## config.mk

```make
export PLATFORM = sky130hd
export DESIGN_NAME = utopia_rx_cell_assembler
export DESIGN_NICKNAME = d
export VERILOG_FILES = /design/src/rtl/utopia_rx_cell_assembler.sv
export SDC_FILE = /design/constraint.sdc
export NUM_CORES = 1
export LEC_CHECK = 0
export BUFFER_PORTS_ARGS = -buffer_cell sky130_fd_sc_hd__buf_2
export CAP_MARGIN = 20
export CORE_MARGIN = 2
export CORE_UTILIZATION = 49
export CTS_BUF_LIST = sky130_fd_sc_hd__clkbuf_4 sky130_fd_sc_hd__clkbuf_8
export DETAILED_ROUTE_END_ITERATION = 8
export PLACE_DENSITY = 0.74
export RECOVER_POWER = 50
export SKIP_CTS_REPAIR_TIMING = 1
export SLEW_MARGIN = 10
export SYNTH_ARGS = -nofsm -noshare
export SYNTH_HDL_FRONTEND = slang
export SYNTH_SLANG_ARGS = --single-unit
export TNS_END_PERCENT = 10
```

## constraint.sdc

```tcl
create_clock -name clk_in -period 48.6 [get_ports clk_in]
set_clock_uncertainty 0.05 [all_clocks]
set_input_delay 7.29 -clock clk_in [delete_from_list [all_inputs] [get_ports clk_in]]
set_output_delay 7.29 -clock clk_in [all_outputs]
set_load 0.005 [all_outputs]
```

## src/rtl/utopia_rx_cell_assembler.sv

```systemverilog
// Utopia level-1 receive port: pulls bytes from the PHY with clav/en/soc, assembles 53-byte cells,
// drops cells whose header HEC fails and offers good cells downstream over valid/ready.
module utopia_rx_cell_assembler #(
  parameter int unsigned CELL_BYTES = 53,
  parameter int unsigned HEC_IDX    = 4,
  parameter logic [7:0]  HEC_COSET  = 8'h55,
  parameter int unsigned CNT_W      = 16
) (
  input  logic                    clk_in,
  input  logic                    reset,
  input  logic [7:0]              data,
  input  logic                    soc,
  input  logic                    clav,
  output logic                    en,
  output logic [CELL_BYTES*8-1:0] cell_out,
  output logic                    cell_valid,
  input  logic                    cell_ready,
  output logic                    hec_err,
  output logic [CNT_W-1:0]        cell_cnt,
  output logic [CNT_W-1:0]        hec_err_cnt,
  output logic [CNT_W-1:0]        sync_err_cnt
);

  localparam int unsigned      IDX_W    = $clog2(CELL_BYTES);
  localparam logic [IDX_W-1:0] LAST_IDX = IDX_W'(CELL_BYTES - 1);
  localparam logic [IDX_W-1:0] HEC_POS  = IDX_W'(HEC_IDX);
  localparam logic [CNT_W-1:0] CNT_MAX  = '1;

  // state    | meaning
  // WAIT_SOC | hunting for a soc byte; stray bytes are sync errors
  // RECV     | storing a cell whose HEC is good or not yet checked
  // DISCARD  | draining the rest of a cell that failed HEC
  // HOLD     | cell complete, PHY reads stopped until cell_ready
  typedef enum logic [1:0] {WAIT_SOC, RECV, DISCARD, HOLD} state_t;

  state_t           state_q, state_d;
  logic [IDX_W-1:0] idx_q, idx_d;
  logic [7:0]       crc_q, crc_d;
  logic [7:0]       buf_q [CELL_BYTES];
  logic [7:0]       buf_d [CELL_BYTES];
  logic             en_q, en_d;
  logic             valid_q, valid_d;
  logic             hec_err_q, hec_err_d;
  logic [CNT_W-1:0] cell_cnt_q, cell_cnt_d;
  logic [CNT_W-1:0] hec_cnt_q, hec_cnt_d;
  logic [CNT_W-1:0] sync_cnt_q, sync_cnt_d;
  logic             xfer;
  logic             cell_inc, hec_inc, sync_inc;

  function automatic logic [7:0] crc8_next(input logic [7:0] crc, input logic [7:0] b);
    logic [7:0] c;
    c = crc ^ b;
    for (int i = 0; i < 8; i++) begin
      c = c[7] ? ((c << 1) ^ 8'h07) : (c << 1);
    end
    return c;
  endfunction

  // The PHY guarantees a valid byte whenever our registered enable is low.
  assign xfer = !en_q;

  always_comb begin
    state_d   = state_q;
    idx_d     = idx_q;
    crc_d     = crc_q;
    buf_d     = buf_q;
    valid_d   = valid_q;
    hec_err_d = 1'b0;
    cell_inc  = 1'b0;
    hec_inc   = 1'b0;
    sync_inc  = 1'b0;

    case (state_q)
      WAIT_SOC: begin
        if (xfer) begin
          if (soc) begin
            buf_d[0] = data;
            idx_d    = IDX_W'(1);
            crc_d    = crc8_next(8'h00, data);
            state_d  = RECV;
          end else begin
            sync_inc = 1'b1;
          end
        end
      end
      RECV, DISCARD: begin
        if (xfer) begin
          if (soc) begin
            sync_inc = 1'b1;
            buf_d[0] = data;
            idx_d    = IDX_W'(1);
            crc_d    = crc8_next(8'h00, data);
            state_d  = RECV;
          end else if (state_q == DISCARD) begin
            if (idx_q == LAST_IDX) begin
              idx_d   = '0;
              state_d = WAIT_SOC;
            end else begin
              idx_d = idx_q + 1'b1;
            end
          end else begin
            buf_d[idx_q] = data;
            idx_d        = idx_q + 1'b1;
            if (idx_q < HEC_POS) begin
              crc_d = crc8_next(crc_q, data);
            end
            if (idx_q == HEC_POS && data != (crc_q ^ HEC_COSET)) begin
              hec_err_d = 1'b1;
              hec_inc   = 1'b1;
              state_d   = DISCARD;
            end
            if (idx_q == LAST_IDX) begin
              idx_d   = '0;
              valid_d = 1'b1;
              state_d = HOLD;
            end
          end
        end
      end
      HOLD: begin
        if (cell_ready) begin
          valid_d  = 1'b0;
          cell_inc = 1'b1;
          state_d  = WAIT_SOC;
        end
      end
      default: state_d = WAIT_SOC;
    endcase

    cell_cnt_d = (cell_inc && cell_cnt_q != CNT_MAX) ? cell_cnt_q + 1'b1 : cell_cnt_q;
    hec_cnt_d  = (hec_inc && hec_cnt_q != CNT_MAX) ? hec_cnt_q + 1'b1 : hec_cnt_q;
    sync_cnt_d = (sync_inc && sync_cnt_q != CNT_MAX) ? sync_cnt_q + 1'b1 : sync_cnt_q;
    en_d       = !(clav && state_d != HOLD);
  end

  always_ff @(posedge clk_in or posedge reset) begin
    if (reset) begin
      state_q    <= WAIT_SOC;
      idx_q      <= '0;
      crc_q      <= '0;
      en_q       <= 1'b1;
      valid_q    <= 1'b0;
      hec_err_q  <= 1'b0;
      cell_cnt_q <= '0;
      hec_cnt_q  <= '0;
      sync_cnt_q <= '0;
      for (int i = 0; i < CELL_BYTES; i++) begin
        buf_q[i] <= '0;
      end
    end else begin
      state_q    <= state_d;
      idx_q      <= idx_d;
      crc_q      <= crc_d;
      en_q       <= en_d;
      valid_q    <= valid_d;
      hec_err_q  <= hec_err_d;
      cell_cnt_q <= cell_cnt_d;
      hec_cnt_q  <= hec_cnt_d;
      sync_cnt_q <= sync_cnt_d;
      buf_q      <= buf_d;
    end
  end

  for (genvar g = 0; g < CELL_BYTES; g++) begin : g_flat
    assign cell_out[(CELL_BYTES-1-g)*8 +: 8] = buf_q[g];
  end

  assign en           = en_q;
  assign cell_valid   = valid_q;
  assign hec_err      = hec_err_q;
  assign cell_cnt     = cell_cnt_q;
  assign hec_err_cnt  = hec_cnt_q;
  assign sync_err_cnt = sync_cnt_q;

endmodule

```

==> key figures, run 1 <==
Timing
  – Setup violations, final: 0
  – Fin crit share: around 29%
  – RSZ-0062 raised after global routing: false
  – Slew Viols, Final: 259
  – Final WS setup: between 30000 and 40000 ps
  – Min Tclk post-route: 13950 ps
  – Final Hold Fails: 0
  – Fmax: 71.68 MHz
  – Slew Limit Headroom: -278.8%
  – Least-Margin Pin Slew: 5651 ps
  – Setup TNS: 0 ps

Synthesis
  – Synth top area cells: dfrtp_1, mux2_2, xnor2_1
  – EDFF count, synth: 0
  – Syn Nets: 1411
  – Asr flop ratio synth: between 90% and 100%
  – Mapped Area: 19970 sq um
  – Synth area leader: dfrtp_1
  – Cell variety after synth: 63
  – Mapped Cells: 1386
  – Post-synthesis sequential area ratio: a little over 60%
  – Post-Syn Area per Cell: 14.41 sq um
  – Yosys top cell area share: between 60% and 70%
  – Yosys Warn Count: 0
  – Synth Flop Type: dfrtp_1
  – Seq cells post-synth: a little under 500

Drt
  – Via density: 5.472
  – Routed vias: 13570
  – DR pass1 iterations: 5
  – Post-route ant nets: 0
  – # DRC: 0
  – Total wire length: about 56 mm
  – Routed len/inst: 22.64 um
  – Initial drt markers: 655

Placed design
  – # port buffers: 487
  – Detailed Place HPWL: 37.42 mm
  – Cells after DPL: 2340
  – GPL Wtd Cong: about 0.86
  – Pre-CTS WS: 38380 ps

Clocking
  – CTS clk-pin slew, worst paths: roughly 60 ps
  – CTS tree: done
  – Clk_lat worst skew: 640 ps
  – Max Buffers Root-to-Sink: 3
  – TritonCTS Buffers: 79
  – H-tree depth: 3
  – Clk root buf: clkbuf_8
  – Sink Count: 491

Pwr
  – Pleak: 12.20 nW
  – Logic gate share of total power: approximately 15%
  – Sw frac: 27.66%
  – Clock power share: a little under two fifths
  – Pwr dens: 40.65 nW/um^2
  – Reg power frac: 47.3%
  – Overall power: 0.0009817 W
  – P_int: 0.0007102 W
  – Peak supply drop: approximately 0.024 mV
  – Sw power: 0.0002716 W

Cells and area
  – Final net count: between 1500 and 2000
  – Most common cell after layout, fill and taps aside: dfrtp_1
  – Final core occ: between 60% and 70%
  – Share of cells above drive strength 1: 38.08%
  – Commonest non-fill, non-tap cells in the layout: dfrtp_1, mux2_2, clkbuf_1
  – Area Growth Syn to Fin: 20.98%
  – Post-Layout Cell Count: 2480

Job
  – Max cap viols: 3

Global route
  – Vias in the first global route: 14180
  – First-pass GRT wire length: approximately 84 mm
  – Initial antenna violation count: 0
  – Total Routing Usage GR: 26.39%
  – Remaining Overflow, GRT: 0
  – Pin count of the biggest net entering global routing: 133

Critical path
  – Crit-path max cell delay: roughly 3100 ps
  – CP Capture Type: asynchronous set/reset pin
  – Crit path top cell by count: clkbuf_1
  – Critical path cell sequence: buf_2 -> clkinvlp_2 -> clkbuf_1 -> clkbuf_1
  – Crit path max-delay cell type: clkinvlp_2
  – Startpoint Class: primary input
  – Crit-path max FO: approximately 130
  – Delay-heaviest family, CP: buffers and inverters
  – Data required, critical path: just under 50000 ps
  – Crit path DAT: 13960 ps
  – WS Path Type: primary input to asynchronous set/reset pin
  – Crit path buf inv count: 4

Floorplanning
  – Die width: 205.9 um
  – Boundary Pins: 488
  – Core Box Area: approximately 40000 sq um
  – Die Area: 42380 sq um
  – Initial Util: between 40% and 50%
  – Die Y: 205.9 um
  – Cell Rows: 73

Hold path
  – Hold Crit Class: flip-flop to flip-flop

Status
  – Run status: complete, but fails checks
  – Failing checks: capacitance limit, slew limit
==> per-stage QoR <==
step                      instance area, sq um  hold slack, ps
after detailed placement                 22900           416.5
after floorplan                          19970           413.9
after global routing                     24150           465.3
final                                    24150           436.8
after CTS                                24560           431.3
after global placement                   22900           404.7
==> cell families after synthesis <==
kind of cell,count (synthesis),share of synthesized area (%)
and+or+nand+nor,232,6.041
AOI/OAI and AO/OA,56,2.062
adders and majority gates,12,0.7520
xor gates and xnor gates,77,3.591
buffers and inverters,85,1.604
muxes,433,24.40
DFF,491,61.55
==> cell usage after synthesis, drive strengths merged, types with 4 or more instances <==
cell type / n
o21ai: 5
a21oi: 16
a31oi: 4
mux2: 430
nand2: 67
xor2: 23
and3: 8
inv: 13
dfrtp: 490
nand3: 24
nor3: 15
or2: 5
xnor2: 51
nor2: 54
nor4: 5
clkbuf: 69
nand3b: 7
nand4: 18
nand2b: 6
ha: 12
and4: 4
==> final cells by class <==
class | instances | area (sq um)
Antenna cell | 1 | 2.502
Clock buffer | 121 | 1509
Clock inverter | 15 | 147.6
Fill cell | 3383 | 15850
Inverter | 13 | 50.05
Multi-Input combinational cell | 810 | 7357
Sequential cell | 491 | 12290
Tap cell | 525 | 656.9
Timing Repair Buffer | 504 | 2142
==> power groups by stage <==
stage | clock network (W) | logic (W) | registers [W]
after floorplan | 0 | 0.0000975 | 0.000464
after global placement | 0 | 0.000144 | 0.000468
after detailed placement | 0 | 0.000150 | 0.000470
after CTS | 0.000381 | 0.000150 | 0.000463
after global routing | 0.000400 | 0.000159 | 0.000468
final | 0.000372 | 0.000145 | 0.000464
==> sequential cells by signal, summed over array words and instances, names as in the netlist <==
name	cells
state_q	2
sync_err_cnt	16
cell_cnt	16
idx_q	6
cell_out	424
hec_err_cnt	16
crc_q	8
cell_valid	1
en	1
hec_err	1
==> per-layer routing <==
| layer | wire [um] | up-vias | track usage (%) |
|---|---|---|---|
| li1 | - | 5915 | - |
| met1 | 22750 | 7076 | 33.34 |
| met2 | 27490 | 437 | 42.91 |
| met3 | 3295 | 142 | 6.323 |
| met4 | 2627 | 0 | 12.83 |
| met5 | 0 | - | 0 |
==> worst register-to-register path: stages, from the launching register on <==
cell and delay, ps:
dfrtp_1 430, inv_1 90, ha_1 480, nand2b_1 150, or4_1 530, nor3_2 720
nand2_1 560, mux2_2 430
==> worst paths after layout <==
kind	startpoint	to	slack (ps)	depth (start not counted)
max	reset	sync_err_cnt[12]	34650	4
min	cell_valid	cell_valid	440	2
max reg2reg	state_q[0]	cell_out[138]	45060	7
min reg2reg	cell_valid	cell_valid	440	2
max in group clk_in	data[2]	hec_err_cnt[15]	39210	10
min in group asynchronous	reset	cell_out[265]	8370	2
No activity file was read; power rests on OpenSTA's default activity.
==> run 2: changes to the inputs <==
- ABC_AREA: default -> 1
- PLACE_DENSITY: 0.74 -> 0.75
- clock period: 48.6 -> 13.2 ns (I/O delays scaled with it)
==> key figures, run 2 <==
Status
  – Run status: complete, but fails checks
  – Failing checks: capacitance limit, slew limit

Global route
  – Total Routing Usage GR: 29.27%
  – Initial antenna violation count: 0
  – Vias in the first global route: 15920
  – Remaining Overflow, GRT: 0
  – Pin count of the biggest net entering global routing: 181
  – First-pass GRT wire length: 92.38 mm

Synthesis
  – Synth Flop Type: dfrtp_1
  – Post-Synth Simple-Gate Area: 16.81%
  – Asr flop ratio synth: 100.0%
  – Post-synthesis sequential area ratio: 63.68%
  – Yosys Warn Count: 0
  – Main combinational cell family by area after synthesis: simple AND/OR/NAND/NOR gates
  – Mapped Area: 19300 sq um
  – Synth top area cells: dfrtp_1, nand2_1, o21ai_0
  – Syn Nets: 2057
  – Seq cells post-synth: 491
  – Top-count cell post-synth: nand2_1
  – XOR/XNOR share of the synthesized area: 2.496%
  – Cell variety after synth: 31
  – Mux cell area share after synthesis: 0%
  – Synth area leader: dfrtp_1
  – Mapped Cells: around 2000
  – Compound-Gate Fraction of Synth Area: 12.43%
  – Most instantiated cells after synthesis: nand2_1, dfrtp_1, o21ai_0, clkbuf_1, inv_1
  – Synth Area in Adders: 0.7781%
  – Post-Syn Area per Cell: 9.496 sq um
  – EDFF count, synth: 0
  – Yosys top cell area share: 63.55%

Floorplanning
  – Boundary Pins: 488
  – Core Box Area: 38740 sq um
  – Cell Rows: 72
  – Die Y: 202.4 um
  – Initial Util: 49.81%
  – Die width: 202.4 um
  – Die Area: 40980 sq um

Job
  – Max cap viols: 1

Pwr
  – Peak supply drop: between 0.08 and 0.09 mV
  – Pwr dens: 168.2 nW/um^2
  – Pleak: 11.46 nW

Timing
  – Least-Margin Pin Slew: 3510 ps
  – Slew Viols, Final: 65
  – Worst hold slack: 432.6 ps
  – Min Tclk post-route: 6684 ps
  – Final Hold Fails: 0
  – Fin crit share: 50.64%
  – Setup TNS: 0 ps
  – RSZ-0062 raised after global routing: false
  – Slew Limit Headroom: -134.0%
  – Fmax: 149.6 MHz
  – Setup violations, final: 0

Cells and area
  – Final Cell Area: between 20000 and 25000 sq um
  – Max reg flops: 424
  – Share of cells above drive strength 1: 14.09%
  – Most common cell after layout, fill and taps aside: nand2_1
  – Commonest non-fill, non-tap cells in the layout: nand2_1, dfrtp_1, o21ai_0
  – Final core occ: 60.65%
  – Final net count: ~2500
  – Area Growth Syn to Fin: 21.76%
  – ANT cells: 0

Drt
  – Routed vias: 16300
  – Initial drt markers: about 1300
  – Post-route ant nets: 0
  – Routed len/inst: 19.29 um
  – DR pass1 iterations: 5
  – Total wire length: 59.70 mm
  – Via density: 5.265
  – # DRC: 0

Clocking
  – Sink Count: 491
  – CTS clk-pin slew, worst paths: 60 ps
  – H-tree depth: 3
  – Clk_lat worst skew: 630 ps
  – Max Buffers Root-to-Sink: 3
  – Clk root buf: clkbuf_8
  – TritonCTS Buffers: 80
  – CTS tree: done

Critical path
  – Crit Reg-Reg Startpoint: state_q[0]
  – Data required, critical path: 13790 ps
  – Crit-path max FO: 161
  – Startpoint Class: primary input
  – Critical path startpoint: reset
  – Crit path max-delay cell type: clkbuf_1
  – Crit path top cell by count: clkbuf_1
  – Crit path DAT: 7280 ps
  – CP Capture Type: asynchronous set/reset pin
  – Critical path cell sequence: clkbuf_1 -> clkinvlp_4 -> clkbuf_1 -> clkbuf_1 -> buf_4 -> buf_12
  – Crit-path max cell delay: 2530 ps
  – WS Path Type: primary input to asynchronous set/reset pin

Placed design
  – # port buffers: 487
  – GPL Wtd Cong: 0.9118
  – Detailed Place HPWL: 39.20 mm
  – Placed Area: around 22000 sq um

Hold path
  – Hold Crit Class: flip-flop to flip-flop
  – Hold path startpoint: cell_out[146]
-- run 2: changes by cell type in the layout (fill, tap and decap cells not counted), moves of 9 or more --
cell,change
xnor2_1,-35
nor2_2,-18
o21ai_0,+449
inv_1,+69
xor2_1,+16
nand2_1,+572
inv_2,+9
mux2_2,-415
clkbuf_1,-39
nor2_1,+32
mux2_1,-15
nand3_1,+22
buf_2,+35
-- run 2: routing by layer --
layer  track usage, %  wire length [um]
met1            39.43             24810
met2            45.35             27760
met3            7.643              5118
met4            12.15              2018
met5                0                 0
-- run 2: cells by family (layout without fill, tap and decap cells) --
| kind of cell | Yosys count | in the layout |
|---|---|---|
| flip-flops | 491 | 491 |
| adder cells (fa/ha/maj) | 12 | 12 |
| XOR/XNOR | 55 | 55 |
| AO/OA/AOI/OAI | 476 | 476 |
| buffers and inverters | 192 | 737 |
| AND/OR/NAND/NOR | 806 | 806 |
-- run 2: layout make-up --
type | instances | area, sq um
clock buffer | 127 | 1598
timing repair buffer | 503 | 2198
inverter | 92 | 351.6
clock inverter | 15 | 146.4
tap | 518 | 648.1
sequential | 491 | 12290
fill | 3414 | 15240
multi-input combinational | 1349 | 6265
-- run 2: power breakdown --
part | internal [W] | switching [W] | leakage (nW)
logic | 0.000244 | 0.000479 | 3.83
clock network | 0.000810 | 0.000612 | 0.927
registers | 0.00168 | 0.000128 | 6.70
-- run 2: per-stage QoR --
| step | setup slack, ps | total power (W) | cells |
|---|---|---|---|
| after CTS | 9072 | 0.004003 | 3094 |
| after global routing | 5630 | 0.004160 | 3095 |
| final | 6516 | 0.003953 | 3095 |
| after global placement | 8485 | 0.002544 | 2951 |
| after detailed placement | 8397 | 0.002578 | 2952 |
| after floorplan | 4512 | 0.002244 | 2032 |
-- run 2: path summary, 6_finish.rpt --
path                                 end  slack, ps  depth (start not counted)
setup / recovery           cell_out[301]       6520                          6
hold reg to reg            cell_out[146]        430                          2
setup reg to reg           cell_out[309]       9090                         13
max in group clk_in        cell_out[309]       8580                         11
hold / removal             cell_out[146]        430                          2
min in group asynchronous  cell_out[133]       1580                          3
-- run 2: critical path, delay by kind of cell --
family                 cells  cell delay (ps)
buffers and inverters      6             5090
==> run 3: changes to the inputs <==
- PLACE_DENSITY: 0.75 -> 0.77
- clock period: 13.2 -> 5.46 ns (I/O delays scaled with it)
==> key figures, run 3 (synthesized netlist as in run 2, its figures left out) <==
Timing
  – Fin crit share: 67.34%
  – Final Hold Fails: 0
  – Least-Margin Pin Slew: 2374 ps
  – Slew Viols, Final: 253
  – Worst hold slack: 279.2 ps
  – Fmax: 272.0 MHz
  – Min Tclk post-route: around 3700 ps
  – Slew Limit Headroom: -58.26%
  – Setup violations, final: 0
  – RSZ-0062 raised after global routing: false
  – Final WS setup: 1783 ps

Cells and area
  – Commonest non-fill, non-tap cells in the layout: nand2_1, dfrtp_1, o21ai_0
  – Share of cells above drive strength 1: 20.26%
  – FILL cells: approximately 3300
  – Most common cell after layout, fill and taps aside: nand2_1
  – ANT cells: 0
  – Max reg flops: 424
  – Final Cell Area: 23730 sq um
  – Multi-input logic area: around 6300 sq um
  – Final net count: 2546
  – Register area: 12290 sq um
  – Area Growth Syn to Fin: 23.00%

Pwr
  – P_int: 0.006668 W
  – Pwr dens: approximately 410 nW/um^2
  – Peak supply drop: 0.3006 mV
  – Clock power share: 36.1%
  – Pleak: approximately 12 nW
  – Logic gate share of total power: 18.5%
  – Sw frac: 30.83%
  – Sw power: 0.002972 W
  – Reg power frac: 45.3%

Drt
  – # DRC: 0
  – Routed len/inst: 19.26 um
  – Routed vias: 16580
  – DR pass1 iterations: 5
  – Post-route ant nets: 0
  – Via density: 5.342
  – Initial drt markers: 1490
  – Total wire length: 59.78 mm

Global route
  – Remaining Overflow, GRT: 0
  – Vias in the first global route: about 16000
  – First-pass GRT wire length: between 90 and 100 mm
  – Total Routing Usage GR: 29.17%
  – Initial antenna violation count: 1
  – Pin count of the biggest net entering global routing: 176

Critical path
  – Delay-heaviest family, CP: buffers and inverters
  – Critical path cell sequence: buf_2 -> clkinvlp_2 -> clkbuf_4
  – R2R depth: 13
  – Crit path DAT: 3870 ps
  – CP Capture Type: asynchronous set/reset pin
  – Stages on worst setup path: 3
  – Data required, critical path: 5650 ps
  – Crit-path max cell delay: 1770 ps
  – R2R Path End: cell_out[240]
  – Startpoint Class: primary input
  – R2R Setup Slk: 1950 ps
  – Crit path max-delay cell type: clkbuf_4
  – Crit path buf inv count: 3
  – WS Path Type: primary input to asynchronous set/reset pin
  – Crit Reg-Reg Startpoint: state_q[0]
  – Crit-path max FO: 175
  – Critical path startpoint: reset

Placed design
  – # port buffers: 487
  – Pre-CTS WS: around 2000 ps
  – GPL Wtd Cong: 0.9045
  – Detailed Place HPWL: 39.82 mm
  – Placed Area: 22170 sq um

Clocking
  – H-tree depth: 3
  – Sink Count: 491
  – Clk root buf: clkbuf_8
  – Clk_lat worst skew: 620 ps
  – Max Buffers Root-to-Sink: 3
  – CTS tree: done
  – CTS clk-pin slew, worst paths: 60 ps
  – TritonCTS Buffers: 81

Hold path
  – Hold Crit Class: primary input to flip-flop
  – Hold path startpoint: clav
  – Hold path depth: 2
  – Min-Delay Endpoint: en

Floorplanning
  – Boundary Pins: 488
  – Cell Rows: 72
  – Core Box Area: 38740 sq um
  – Initial Util: 49.81%
  – Die Area: between 40000 and 50000 sq um
  – Die Y: just over 200 um
  – Die width: 202.4 um

Status
  – Failing checks: capacitance limit, slew limit
  – Run status: complete, but fails checks

Job
  – Max cap viols: 3
## run 3: power by group through the flow
stage / logic, W / registers [W] / clock network, W
6_report: 0.00179 / 0.00437 / 0.00348
2_1_floorplan: 0.00102 / 0.00441 / 0
4_1_cts: 0.00183 / 0.00436 / 0.00353
3_3_place_gp: 0.00176 / 0.00439 / 0
3_5_place_dp: 0.00182 / 0.00441 / 0
5_1_grt: 0.00202 / 0.00442 / 0.00370
## run 3: layout make-up
| type | instances | share of cell area, % |
|---|---|---|
| timing repair buffer | 506 | 10.03 |
| clock inverter | 18 | 0.5694 |
| inverter | 92 | 1.471 |
| clock buffer | 130 | 6.985 |
| sequential | 491 | 51.77 |
| tap | 518 | 2.731 |
| multi-input combinational | 1349 | 26.44 |
## run 3: how the worst max path moves through the flow
stage	endpoint	slack [ps]
after floorplan	cell_cnt[0]	-2070
after global placement	cell_out[304]	2130
after detailed placement	cell_out[305]	1990
after CTS	cell_out[240]	2010
after global routing	cell_out[320]	1170
final	cell_out[296]	1780
## run 3: layer usage
| metal | track usage [%] | vias to the layer above | wire, um |
|---|---|---|---|
| met4 | 14.08 | 2 | 2643 |
| met5 | 0 | - | 13 |
| met3 | 7.191 | 147 | 5224 |
| met1 | 37.82 | 8062 | 24070 |
| li1 | - | 7596 | - |
| met2 | 46.26 | 775 | 27830 |
## run 3: metrics by stage
stage | TNS (ps) | power, W | std cells | utilization, %
floorplan | -1012930 | 0.005425 | 2032 | -
global placement | 0 | 0.006148 | 2956 | 57.23
detailed placement | 0 | 0.006231 | 2956 | 57.23
CTS | 0 | 0.009721 | 3104 | 61.85
global route | 0 | 0.01015 | 3104 | 61.27
finish | 0 | 0.009641 | 3104 | 61.27
## run 3: worst reg2reg max path, delay by kind of cell (launching register included)
family                     cells  cell delay (ps)
DFF                            1              410
buffers and inverters          5              620
adders and majority gates      1              360
and+or+nand+nor                6             1790
AOI/OAI and AO/OA              1              100
